`config.mk`:
```
export PLATFORM = sky130hd
export DESIGN_NAME = serial_tx_5
export DESIGN_NICKNAME = d
export VERILOG_FILES = /design/src/rtl/serial_tx_5.sv
export SDC_FILE = /design/constraint.sdc
export NUM_CORES = 1
export LEC_CHECK = 0
export BUFFER_PORTS_ARGS = -buffer_cell sky130_fd_sc_hd__buf_4
export CORE_MARGIN = 1.5
export CORE_UTILIZATION = 28
export DETAILED_ROUTE_END_ITERATION = 8
export GPL_TIMING_DRIVEN = 0
export PLACE_DENSITY = 0.53
export SLEW_MARGIN = 20
export SYNTH_ARGS = -nofsm -noshare
export SYNTH_HDL_FRONTEND = slang
export SYNTH_SLANG_ARGS = --single-unit
```
`constraint.sdc`:
```
create_clock -name clock -period 4.3 [get_ports clock]
set_input_delay 0.215 -clock clock [delete_from_list [all_inputs] [get_ports clock]]
set_output_delay 0.215 -clock clock [all_outputs]
set_load 0.05 [all_outputs]
```
`src/rtl/serial_tx_5.sv`:
```
// Purpose : 5-bit command word to framed serial line (start, 5 data LSB first, optional even parity, stop).
// Latency : start bit on the line one edge after accept; done pulses (7+PARITY_EN)*CLKS_PER_BIT cycles after accept.
// Backpr. : ready low for the whole frame; ctrl_send while busy is dropped, nothing is queued.
module serial_tx_5 #(
    parameter int CLKS_PER_BIT = 4,
    parameter int PARITY_EN    = 1
) (
    input  logic       clock,
    input  logic       ctrl_reset,
    input  logic [4:0] data_in,
    input  logic       ctrl_send,
    output logic       ready,
    output logic       busy,
    output logic       tx_out,
    output logic       done
);

    // Counter is at least one bit wide so CLKS_PER_BIT=1 still elaborates;
    // in that case it sits at zero and every cycle is a bit boundary.
    localparam int              CNT_W    = (CLKS_PER_BIT > 1) ? $clog2(CLKS_PER_BIT) : 1;
    localparam logic [CNT_W-1:0] CNT_LAST = CNT_W'(CLKS_PER_BIT - 1);
    localparam logic [2:0]      LAST_IDX = 3'd4;

    localparam logic [2:0] S_IDLE   = 3'd0;
    localparam logic [2:0] S_START  = 3'd1;
    localparam logic [2:0] S_DATA   = 3'd2;
    localparam logic [2:0] S_PARITY = 3'd3;
    localparam logic [2:0] S_STOP   = 3'd4;

    logic [2:0]       state;
    logic [2:0]       state_nxt;
    logic [CNT_W-1:0] bit_cnt;
    logic [2:0]       bit_idx;
    logic [4:0]       shift_reg;
    logic             parity_bit;
    logic             bit_end;
    logic             accept;
    logic             data_bit_nxt;
    logic             tx_nxt;

    // A bit slot ends on the edge where the cycle counter reaches its last value.
    assign bit_end = (bit_cnt == CNT_LAST);
    assign accept  = (state == S_IDLE) && ctrl_send;

    // The handshake is a pure decode of the state so ready and busy can never disagree.
    assign ready = (state == S_IDLE);
    assign busy  = ~ready;

    // Frame sequencing: each non-idle state lasts exactly one bit slot, except DATA which lasts five.
    always_comb begin
        state_nxt = state;
        case (state)
            S_IDLE: begin
                if (ctrl_send) begin
                    state_nxt = S_START;
                end
            end
            S_START: begin
                if (bit_end) begin
                    state_nxt = S_DATA;
                end
            end
            S_DATA: begin
                if (bit_end && (bit_idx == LAST_IDX)) begin
                    state_nxt = (PARITY_EN != 0) ? S_PARITY : S_STOP;
                end
            end
            S_PARITY: begin
                if (bit_end) begin
                    state_nxt = S_STOP;
                end
            end
            S_STOP: begin
                if (bit_end) begin
                    state_nxt = S_IDLE;
                end
            end
            default: begin
                state_nxt = S_IDLE;
            end
        endcase
    end

    // State register; reset aborts any frame in flight.
    always_ff @(posedge clock or posedge ctrl_reset) begin
        if (ctrl_reset) begin
            state <= S_IDLE;
        end else begin
            state <= state_nxt;
        end
    end

    // Bit timer: held at zero while idle, restarts at every slot boundary.
    always_ff @(posedge clock or posedge ctrl_reset) begin
        if (ctrl_reset) begin
            bit_cnt <= '0;
        end else if ((state == S_IDLE) || bit_end) begin
            bit_cnt <= '0;
        end else begin
            bit_cnt <= bit_cnt + CNT_W'(1);
        end
    end

    // Data bit index: cleared on accept, steps once per completed data slot.
    always_ff @(posedge clock or posedge ctrl_reset) begin
        if (ctrl_reset) begin
            bit_idx <= '0;
        end else if (accept) begin
            bit_idx <= '0;
        end else if ((state == S_DATA) && bit_end) begin
            bit_idx <= bit_idx + 3'd1;
        end
    end

    // Word capture: data_in and its parity are only looked at on the accept edge,
    // then the word shifts right so the bit on the line is always shift_reg[0].
    always_ff @(posedge clock or posedge ctrl_reset) begin
        if (ctrl_reset) begin
            shift_reg  <= '0;
            parity_bit <= 1'b0;
        end else if (accept) begin
            shift_reg  <= data_in;
            parity_bit <= ^data_in;
        end else if ((state == S_DATA) && bit_end) begin
            shift_reg  <= {1'b0, shift_reg[4:1]};
        end
    end

    // Line level for the next cycle. When a data slot ends the shift has not
    // happened yet, so the upcoming bit is shift_reg[1] rather than [0].
    always_comb begin
        data_bit_nxt = shift_reg[0];
        if ((state == S_DATA) && bit_end) begin
            data_bit_nxt = shift_reg[1];
        end
        tx_nxt = 1'b1;
        case (state_nxt)
            S_IDLE:   tx_nxt = 1'b1;
            S_START:  tx_nxt = 1'b0;
            S_DATA:   tx_nxt = data_bit_nxt;
            S_PARITY: tx_nxt = parity_bit;
            S_STOP:   tx_nxt = 1'b1;
            default:  tx_nxt = 1'b1;
        endcase
    end

    // Registered line driver keeps tx_out glitch-free and aligned with the state register.
    always_ff @(posedge clock or posedge ctrl_reset) begin
        if (ctrl_reset) begin
            tx_out <= 1'b1;
        end else begin
            tx_out <= tx_nxt;
        end
    end

    // Completion pulse: only the edge that closes the stop slot raises it, for one cycle.
    always_ff @(posedge clock or posedge ctrl_reset) begin
        if (ctrl_reset) begin
            done <= 1'b0;
        end else begin
            done <= (state == S_STOP) && bit_end;
        end
    end

endmodule

```
# [Word level (Yosys, flattened, before mapping)]
# Index checks and enable logic that the tools add are counted.
# W data, S select, Z words.
[classes] n_mux=13 mul=0 n_addsub=2 shift=0 n_reduce_logical=8 n_div=0 magnitude_cmp=0 bitwise_logic=1 eq_ne=9
[op_table] operator="$mux W3" n=7
[op_table] operator="$pmux W3 S5" n=1
[op_table] operator="$eq A3 B2 Y1 const B" n=4
[op_table] operator="$mux W5" n=2
[op_table] operator="$eq A3 B1 Y1 const B" n=2
[op_table] operator="$eq A3 B3 Y1 const B" n=2
[op_table] operator="$reduce_xor A5 Y1" n=1
[op_table] operator="$logic_and A1 B1 Y1" n=4
[op_table] operator="$add A3 B1 Y3 const B" n=1
[op_table] operator="$logic_not A3 Y1" n=1
[op_table] operator="$pmux W1 S3" n=1
[op_table] operator="$add A2 B1 Y2 const B" n=1
[op_table] operator="$eq A2 B2 Y1 const B" n=1
[op_table] operator="$mux W2" n=1
[op_table] operator="$reduce_bool A2 Y1" n=1
[op_table] operator="$logic_or A1 B1 Y1" n=1
[op_table] operator="$mux W1" n=1
[op_table] operator="$not A1 Y1" n=1
[totals] n_memories=0 out_inout_bits=4 in_bits=8 ramBits=0 wordCells=40 rom_bits=0 register_bits=16 latchBits=0

# [Logic depth before layout (Yosys ltp)]
# Gate-level depths: netlist of the first run.
[depth] word_depth=6 ltp_mapped=5 mapped_depth_nobuf=5

# [Worst setup path after synthesis of the first run]
# OpenSTA, ideal clock, no wires.
[synth_timing] path_type="register to output" from="reg state[2]" to="out busy" n_path_buf=1 setup_slack_ns=1.735 arrival_time_ns=2.350 stages_incl_launch_ff=4 required_ns=4.085 cell_sequence="dfrtp_1 -> buf_2 -> nor3_1 -> inv_1"
[synth_between] elab_chain_cells=2
[synth_lines] item="start, declared" line_no="30" rtl="logic [2:0] state;"
[synth_lines] item="start signal, assigned" line_no="89" rtl="state <= state_nxt;"
[synth_lines] item="$logic_not A3 Y1" line_no="46" rtl="assign ready = (state == S_IDLE);"
[synth_lines] item="net ready" line_no="12" rtl="output logic ready,"
[synth_lines] item="$not A1 Y1" line_no="47" rtl="assign busy = ~ready;"
[synth_lines] item="end, declared" line_no="13" rtl="output logic busy,"
# The timed path passes the listed nets, and every way through them passes these cells.

# [Final worst setup path of the first run]
[layout_timing] from="reg state[2]" to="out ready"
[layout_between] elab_chain_cells=1
[layout_lines] item="$logic_not A3 Y1" line_no="46"
[layout_lines] item="end, declared" line_no="12"
# Every way passes these cells.

==> results.json, run 1 <==
{
  "die_h_um": 58.4,
  "cp_slowest_stage_delay_ns": 0.39,
  "cp_num_buf_inv": 2,
  "worstMarginPinSlew_ns": 0.607,
  "largest_register_ffs": 5,
  "antenna_found_initial": 0,
  "p_leak_nw": 0.490,
  "routed_wl_mm": 1.53,
  "fin_crit_sh_pct": 39.6,
  "avgSynthCellArea_um2": 10.5,
  "port_buffers": 11,
  "fin_cells": 128,
  "clock.fmax_ghz": 0.587,
  "synth_cell_types": 34,
  "fin_nets": 109,
  "cp_max_fo": 10,
  "yosysSeqAreaShare_pct": 46.7,
  "wl_per_cell_um": 11.9,
  "drtAntennaViolNets": 0,
  "cts_buffers": 3,
  "finalSetupTns_ns": 0,
  "core.rowCount": 19,
  "area_growth_pct": 18.3,
  "synthCells": 82,
  "antenna_cells": 0,
  "violations": "negative hold slack",
  "skew_ns": 0.00542,
  "cts-htree-levels": 1,
  "cts_tree": "done",
  "cap_violations": 0,
  "worstPathRequired_ns": 4.09,
  "first_global_vias": 599,
  "outcome": "finished, violations left",
  "slowest_stage": "nor3_1",
  "grt.overflow.total": 0,
  "dp_hpwl_mm": 1.14,
  "cp-end-kind": "output pin",
  "clkLatencyLatePin_ns": 0.29,
  "hold_viol": 6,
  "dr.pass1.iters": 4,
  "syn-num-nets": 93,
  "clockBufferDepth": 2,
  "rsz0062_at_grt": "false",
  "fin_crit_ns": 1.70,
  "layout-drive-gt1-share_pct": 25.8,
  "grt_pass1_wl_mm": 2.76,
  "grt_usage_pct": 10.5,
  "reg2reg_from": "bit_cnt[0]$_DFF_PP0_",
  "cts_root_buffer": "clkbuf_4",
  "cts.sinks": 16,
  "vias_per_cell": 4.77,
  "dr_total_vias": 610,
  "io_pins": 12,
  "cp_cell_sequence": "buf_2 -> nor3_1 -> buf_4",
  "hold-worst-slack_ns": -0.00702,
  "core_area_um2": 2830,
  "critPathTopFamily": "buffers and inverters",
  "ctsHoldBuffers": 0,
  "maxSlewHeadroom_pct": 59.5,
  "arrival_ns": 1.49,
  "maxSlewViolCount": 0,
  "startpoint": "state[2]$_DFF_PP0_",
  "pwr_density_cell_nw_per_um2": 653,
  "clkTransAtPathRegs_ns": 0.09,
  "die_w_um": 58.4,
  "drc": 0,
  "synthesis.area_um2": 861,
  "r2r_slack_ns": 2.72,
  "start_kind": "register",
  "vdd_drop_max_uv": 217,
  "gp_congestion": 0.674,
  "cts_setup_buffers": 0,
  "cts_resized": 0,
  "yosys_warnings": 0,
  "drt-initial-drc-count": 7,
  "dieArea_um2": 3420,
  "grt_max_degree": 17,
  "setup_viol": 0,
  "worst-setup-path-type": "reg2out",
  "dp.cells": 124,
  "min_path_type": "in2async",
  "synth-seq-cells": 16,
  "r2r_cells": 5,
  "r2r-end": "tx_out$_DFF_PP1_",
  "start_util_pct": 30.4
}
[final cells by class]
type,count,area (um2)
clock buffer,4,36.3
timing repair buffer,11,82.6
tap,31,38.8
multi-input combinational,51,382
inverter,9,33.8
fill,284,1810
buffer,6,43.8
sequential,16,402
[per-stage QoR]
| step | area (um2) | setup slack, ns | power, mW | util [%] |
|---|---|---|---|---|
| final | 1020 | 2.60 | 0.665 | 36.0 |
| after CTS | 1020 | 2.58 | 0.672 | 36.0 |
| after floorplan | 861 | 1.73 | 0.496 | - |
| after global placement | 982 | 2.75 | 0.564 | 34.7 |
| after global routing | 1020 | 2.47 | 0.721 | 36.0 |
| after detailed placement | 982 | 2.74 | 0.572 | 34.7 |
[per-layer routing]
metal	part of all wire, %	global-route usage [%]	up-vias	wire length [um]
met2	42	16.1	15	646
li1	-	-	312	-
met3	4.8	3.96	0	73
met1	53	14.3	283	807
met5	0	0	-	0
met4	0	1.99	0	0
[synth_stat cells]
cell type	instances	area share (%)
o21ai_1	5	2.9
ha_1	3	4.4
nand4bb_1	1	1.3
inv_1	9	3.9
and4b_1	2	2.3
or3_1	2	1.5
a311o_1	1	1.2
nand2_4	1	1.3
o211a_1	1	1.2
mux2_2	1	1.3
mux2i_1	1	1.2
nor3b_1	2	1.7
xnor3_1	1	2.6
xor2_1	1	1.0
nor4bb_1	1	1.2
o32ai_1	1	1.0
o31ai_1	1	0.87
nor2b_1	1	0.73
dfrtp_1	15	44
nand2_1	6	2.6
dfstp_2	1	3.1
xnor2_1	2	2.0
a221oi_1	1	1.0
a22oi_1	3	2.6
buf_4	3	2.6
or2_1	1	0.73
buf_6	1	1.3
and3_1	1	0.73
nor3_1	2	1.2
nor4b_2	1	1.7
buf_2	2	1.2
a21oi_1	1	0.58
o21ai_0	3	1.7
nor2_1	4	1.7
[cells in the final DEF (no fill, tap or decap)]
master,synthesis,layout
dfrtp_1,15,15
buf_4,3,14
inv_1,9,9
nand2_1,6,6
o21ai_1,5,5
nor2_1,4,4
o21ai_0,3,3
a22oi_1,3,3
ha_1,3,3
clkbuf_4,0,3
buf_2,2,2
xnor2_1,2,2
or3_1,2,2
nor3_1,2,2
and4b_1,2,2
nor3b_1,2,2
nor4bb_1,1,1
nor4b_2,1,1
o31ai_1,1,1
xor2_1,1,1
xnor3_1,1,1
mux2_2,1,1
nand4bb_1,1,1
a21oi_1,1,1
buf_6,1,1
nand2_4,1,1
o32ai_1,1,1
nor2b_1,1,1
a221oi_1,1,1
o211a_1,1,1
a311o_1,1,1
and3_1,1,1
mux2i_1,1,1
or2_1,1,1
clkbuf_8,0,1
dfstp_2,1,1
[worst max-delay path by stage]
| stage | endpoint | slack [ns] | cells past startpoint |
|---|---|---|---|
| finish | ready | 2.60 | 3 |
| global route | busy | 2.47 | 4 |
| CTS | ready | 2.58 | 3 |
| detailed placement | tx_out$_DFF_PP1_ | 2.74 | 5 |
| global placement | tx_out$_DFF_PP1_ | 2.75 | 5 |
| floorplan | busy | 1.73 | 3 |
[kinds of logic after synthesis]
group	synth area share, %
and+or+nand+nor	18.7
AOI/OAI and AO/OA	13.1
DFF	46.7
buffers and inverters	9.01
xor gates and xnor gates	5.67
adders and majority gates	4.36
muxes	2.47
[power by group]
group	leakage [nW]	total (mW)	internal (mW)	switching (mW)
clock network	0.0210	0.0986	0.0515	0.0471
logic	0.267	0.320	0.130	0.190
registers	0.202	0.246	0.215	0.0307
(Power assumes the default switching activity.)
==> inputs of run 2 (changes only) <==
--- a/config.mk
+++ b/config.mk
@@ -5,12 +5,13 @@
 export SDC_FILE = /design/constraint.sdc
 export NUM_CORES = 1
 export LEC_CHECK = 0
+export ABC_AREA = 1
 export BUFFER_PORTS_ARGS = -buffer_cell sky130_fd_sc_hd__buf_4
 export CORE_MARGIN = 1.5
 export CORE_UTILIZATION = 28
 export DETAILED_ROUTE_END_ITERATION = 8
 export GPL_TIMING_DRIVEN = 0
-export PLACE_DENSITY = 0.53
+export PLACE_DENSITY = 0.54
 export SLEW_MARGIN = 20
 export SYNTH_ARGS = -nofsm -noshare
 export SYNTH_HDL_FRONTEND = slang
==> constraint.sdc (replaced) <==
create_clock -name clock -period 1.45 [get_ports clock]
set_input_delay 0.0725 -clock clock [delete_from_list [all_inputs] [get_ports clock]]
set_output_delay 0.0725 -clock clock [all_outputs]
set_load 0.05 [all_outputs]
==> run 2 against run 1 <==
The flow finishes with violations (design-rule violations); register-to-register slack got worse by 2.6 ns; synthesized area decreased by 2.3%; global-route usage grew 1.3 points; die area down 2.2%; synthesized cell count up 26%; final area is 0.37% lower; sequential power grew to 3.0 times the previous value; largest power group unchanged; highest routed layer is now met4.
==> results.json, run 2 <==
{
  "dr_total_vias": 707,
  "grt_pass1_wl_mm": 3.01,
  "die_h_um": 57.8,
  "clkTransAtPathRegs_ns": 0.10,
  "synth-seq-cells": 16,
  "syn-num-nets": 114,
  "synth_cell_types": 21,
  "cp_cell_sequence": "nor2_2 -> nand2_1 -> inv_1 -> buf_4",
  "cts_buffers": 3,
  "drc": 1,
  "vias_per_cell": 4.71,
  "synthTopCellsByCount": "nand2_1, dfrtp_1, nand3_1",
  "cap_violations": 0,
  "cts_root_buffer": "clkbuf_4",
  "maxSlewViolCount": 0,
  "violations": "design-rule violations",
  "clockBufferDepth": 2,
  "hold_viol": 0,
  "area_growth_pct": 20.7,
  "synth_top_area_cell": "dfrtp_1",
  "die_w_um": 57.8,
  "fin_nets": 131,
  "maxSlewHeadroom_pct": 59.5,
  "total_power_mw": 1.92,
  "fin_crit_ns": 1.34,
  "start_util_pct": 30.0,
  "min_from": "data_in[1]",
  "synth_top_area_share_pct": 44.6,
  "yosysMostFrequentCell": "nand2_1",
  "dr.pass1.iters": 6,
  "worst-setup-path-type": "reg2out",
  "dp_hpwl_mm": 1.23,
  "gp_congestion": 0.777,
  "synthFlopType": "dfrtp_1",
  "dp.cells": 145,
  "final_common_cell": "nand2_1",
  "synth_edf_count": 0,
  "async_reset_ff_share_pct": 100,
  "clock.fmax_ghz": 0.746,
  "clkLatencyLatePin_ns": 0.29,
  "worstPathRequired_ns": 1.38,
  "grt.overflow.total": 0,
  "cp_num_buf_inv": 2,
  "setup_viol": 0,
  "core.rowCount": 19,
  "antenna_cells": 0,
  "finalSetupTns_ns": 0,
  "pwr_density_cell_nw_per_um2": 1890,
  "min_path_type": "in2reg",
  "first_global_vias": 716,
  "layout-drive-gt1-share_pct": 26.9,
  "cts.sinks": 16,
  "cp_max_fo": 4,
  "fin_crit_sh_pct": 92.4,
  "outcome": "finished, violations left",
  "synthTopCellsByArea": "dfrtp_1, nand2_1, nand3_1",
  "cts_tree": "done",
  "antenna_found_initial": 0,
  "slowest_stage": "dfrtp_1",
  "wl_per_cell_um": 10.6,
  "cp-end-kind": "output pin",
  "largest_register_ffs": 5,
  "cp_slowest_stage_delay_ns": 0.43,
  "grt_max_degree": 17,
  "io_pins": 12,
  "vdd_drop_max_uv": 497,
  "finish.utilization_pct": 36.2,
  "cts_setup_buffers": 0,
  "drtAntennaViolNets": 0,
  "grt_usage_pct": 11.8,
  "fin_cells": 150,
  "mostFrequentLayoutCells": "nand2_1, dfrtp_1, nand3_1",
  "cts-htree-levels": 1,
  "drt-initial-drc-count": 22,
  "synthCells": 103,
  "yosys_warnings": 0,
  "routed_wl_mm": 1.59,
  "core_area_um2": 2810,
  "p_leak_nw": 0.546,
  "startpoint": "state[1]$_DFF_PP0_",
  "rsz0062_at_grt": "false",
  "dieArea_um2": 3340,
  "worstMarginPinSlew_ns": 0.607,
  "avgSynthCellArea_um2": 8.16,
  "synthesis.area_um2": 841,
  "hold-worst-slack_ns": 0.0356,
  "skew_ns": 0.00311,
  "critPathTopFamily": "flip-flops",
  "arrival_ns": 1.27,
  "start_kind": "register",
  "port_buffers": 11,
  "reg2reg_from": "bit_cnt[0]$_DFF_PP0_",
  "yosysSeqAreaShare_pct": 47.8
}
## run 2: cell count changes after synthesis, moves of 3 or more
cell     change
a22oi_1      -3
buf_4        -3
inv_2        +4
nand2_1     +24
nand2_2      +3
nand3_1     +12
nor2_2       +3
o21ai_1      -3
## run 2: area by class of cell
type | instances | area [um2]
fill | 307 | 1790
sequential | 16 | 403
multi-input combinational | 71 | 377
timing repair buffer | 12 | 92.6
inverter | 15 | 56.3
tap | 31 | 38.8
clock buffer | 4 | 36.3
buffer | 1 | 11.3
## run 2: through the flow
step / setup WS (ns) / cell area [um2]
final: 0.110 / 1010
after global routing: 0.0185 / 1010
after CTS: 0.0883 / 1010
after detailed placement: 0.102 / 962
after global placement: 0.140 / 962
after floorplan: 0.0519 / 841
## run 2: power breakdown
group | internal, mW | switching [mW] | leakage, nW
Sequential | 0.637 | 0.112 | 0.200
Clock | 0.153 | 0.151 | 0.0210
Combinational | 0.312 | 0.559 | 0.325
## run 2: tightest hold or removal path, delay by kind of cell
kind                   cells  cell delay, ns
buffers and inverters      1            0.10
and+or+nand+nor            2            0.12
## run 2: final timing paths
| check | depth (start not counted) | end | slack, ns |
|---|---|---|---|
| min in group asynchronous | 3 | bit_cnt[0]$_DFF_PP0_ | 0.40 |
| setup reg to reg | 8 | shift_reg[3]$_DFFE_PP0P_ | 0.14 |
| hold / removal | 3 | shift_reg[1]$_DFFE_PP0P_ | 0.04 |
| max in group asynchronous | 3 | state[0]$_DFF_PP0_ | 0.61 |
| hold reg to reg | 1 | bit_cnt[0]$_DFF_PP0_ | 0.46 |
| setup / recovery | 4 | ready | 0.11 |
## run 2: logic make-up (layout without fill, tap and decap cells)
logic type,count (synthesis),count (layout),share of synthesized area (%)
AOI/OAI and AO/OA,8,8,5.65
xor gates and xnor gates,3,3,3.13
adders and majority gates,3,3,4.46
buffers and inverters,16,32,8.04
DFF,16,16,47.8
and+or+nand+nor,57,57,31.0
## run 2: layer usage
layer	global-route usage (%)	share of wire, %	vias to the layer above
met2	20.0	47	15
met4	4.98	1.2	0
met1	13.6	47	334
met3	4.02	4.5	2
met5	0	0	-
li1	-	-	356
## run 2: what timing repair did
action,in CTS,in global routing
hold buffers,1,0
setup endpoints to repair,0,4
gates resized for setup,0,3
hold endpoints to repair,15,0
==> inputs of run 3 (changes only) <==
--- a/config.mk
+++ b/config.mk
@@ -8,10 +8,10 @@
 export ABC_AREA = 1
 export BUFFER_PORTS_ARGS = -buffer_cell sky130_fd_sc_hd__buf_4
 export CORE_MARGIN = 1.5
-export CORE_UTILIZATION = 28
+export CORE_UTILIZATION = 35
 export DETAILED_ROUTE_END_ITERATION = 8
 export GPL_TIMING_DRIVEN = 0
-export PLACE_DENSITY = 0.54
+export PLACE_DENSITY = 0.63
 export SLEW_MARGIN = 20
 export SYNTH_ARGS = -nofsm -noshare
 export SYNTH_HDL_FRONTEND = slang
==> run 3 against run 2 <==
The run now ends clean; largest power group unchanged; non-clock buffer count unchanged; core utilization increased by 8.9 points; cell count fell by 2.0%; critical endpoint is now shift_reg[3]$_DFFE_PP0P_; highest routed layer is now met3.
==> results.json, run 3 (synthesis gave the netlist of run 2 again) <==
{
  "cts.sinks": 16,
  "drt-initial-drc-count": 12,
  "worst-setup-path-type": "reg2reg",
  "mostFrequentLayoutCells": "nand2_1, dfrtp_1, nand3_1",
  "final_common_cell": "nand2_1",
  "finish.utilization_pct": 45.1,
  "core.rowCount": 17,
  "die_w_um": 52.0,
  "fin_crit_ns": 1.30,
  "gp_congestion": 0.674,
  "grt_usage_pct": 14.1,
  "clock.fmax_ghz": 0.768,
  "hold_viol": 0,
  "cp_num_buf_inv": 2,
  "p_comb_share_pct": 45.5,
  "drtAntennaViolNets": 0,
  "p_leak_nw": 0.547,
  "die_h_um": 52.0,
  "dp_hpwl_mm": 1.16,
  "pwr-share-clk_pct": 15.1,
  "start_util_pct": 37.6,
  "io_pins": 12,
  "vias_per_cell": 4.74,
  "dr.pass1.iters": 4,
  "cap_violations": 0,
  "dieArea_um2": 2710,
  "cp-end-kind": "register",
  "worstMarginPinSlew_ns": 0.596,
  "cp_slowest_stage_delay_ns": 0.37,
  "cp_cell_sequence": "ha_2 -> inv_2 -> nor2_2 -> nand2_2 -> nand2_2 -> inv_2 -> nand2_1 -> o211ai_1",
  "grt_max_degree": 17,
  "clkTransAtPathRegs_ns": 0.09,
  "intPower_mw": 1.10,
  "grt.overflow.total": 0,
  "antenna_found_initial": 0,
  "grt_pass1_wl_mm": 2.82,
  "routed_wl_mm": 1.51,
  "worstPathRequired_ns": 1.61,
  "area_growth_pct": 19.8,
  "cts_buffers": 3,
  "outcome": "complete, no violations",
  "drc": 0,
  "cts_root_buffer": "clkbuf_4",
  "dr_total_vias": 697,
  "netSwitchingFraction_pct": 42.1,
  "p_switching_uw": 798,
  "maxSlewHeadroom_pct": 60.2,
  "cts_tree": "done",
  "clockBufferDepth": 2,
  "cp_max_fo": 5,
  "min_path_type": "in2reg",
  "vdd_drop_max_uv": 953,
  "skew_ns": 0.00416,
  "first_global_vias": 712,
  "pwr_density_cell_nw_per_um2": 1880,
  "start_kind": "register",
  "hold-worst-slack_ns": 0.0512,
  "wl_per_cell_um": 10.3,
  "slowest_stage": "dfrtp_1",
  "maxSlewViolCount": 0,
  "setup_viol": 0,
  "fin_nets": 131,
  "port_buffers": 11,
  "antenna_cells": 0,
  "critPathTopFamily": "simple AND/OR/NAND/NOR gates",
  "clkLatencyLatePin_ns": 0.28,
  "cts-htree-levels": 1,
  "largest_register_ffs": 5,
  "arrival_ns": 1.46,
  "pwr-share-seq_pct": 39.4,
  "core_area_um2": 2230,
  "rsz0062_at_grt": "false",
  "finalSetupTns_ns": 0,
  "layout-drive-gt1-share_pct": 25.2,
  "fin_crit_sh_pct": 89.8
}
-- run 3: cell count changes in the layout (fill, tap and decap cells not counted) --
cell     before  now
nor2_1        5    6
dfrtp_2       1    0
nor2_2        4    3
dfrtp_1      14   15
-- run 3: worst paths after layout --
kind,from,end,slack [ns],depth (start not counted)
min in group asynchronous,ctrl_reset,bit_cnt[0]$_DFF_PP0_,0.41,3
max in group asynchronous,ctrl_reset,shift_reg[0]$_DFFE_PP0P_,0.65,3
worst max-delay path,bit_cnt[0]$_DFF_PP0_,shift_reg[3]$_DFFE_PP0P_,0.15,8
worst min register to register,bit_cnt[0]$_DFF_PP0_,bit_cnt[0]$_DFF_PP0_,0.44,1
worst max register to register,bit_cnt[0]$_DFF_PP0_,shift_reg[3]$_DFFE_PP0P_,0.15,8
worst min-delay path,data_in[1],shift_reg[1]$_DFFE_PP0P_,0.05,3
-- run 3: what timing repair did --
action                                 CTS  global route
buffers inserted                         0             0
endpoints found under the hold margin   15             0
hold buffers                             1             0
gates resized for setup                  0             1
setup endpoints to repair                0             2
-- run 3: per-layer routing --
layer  routed length (um)  up-vias  share of wire (%)  GRT usage, %
li1                     -      356                  -             -
met3                   61        0                4.0          2.59
met2                  735       15                 49          23.6
met5                    0        -                  0             0
met1                  711      326                 47          17.3
met4                    0        0                  0          6.58
-- run 3: power groups by stage --
stage                     Combinational [mW]  Sequential (mW)  Clock (mW)
final                                  0.861            0.746       0.286
after global routing                   0.981            0.769       0.320
after detailed placement               0.860            0.754           0
after CTS                              0.869            0.747       0.299
after global placement                 0.842            0.750           0
after floorplan                        0.622            0.786           0
-- run 3: tightest hold or removal path, stage by stage --
cell and delay [ns]:
buf_4 0.10, nand2_1 0.05, nand3_1 0.07
-- run 3: area by class of cell --
type	instances	area [um2]
tap	28	35.0
timing repair buffer	12	92.6
buffer	1	11.3
clock buffer	4	36.3
multi-input combinational	71	374
fill	224	1230
inverter	15	56.3
sequential	16	402
-- run 3: stage by stage --
stage	power, mW	area [um2]	cells	worst slack, ns
CTS	1.91	1000	147	0.0806
global placement	1.59	958	142	0.139
finish	1.89	1010	147	0.148
global route	2.07	1010	147	0.0348
floorplan	1.41	841	103	0.0519
detailed placement	1.61	958	142	0.0948
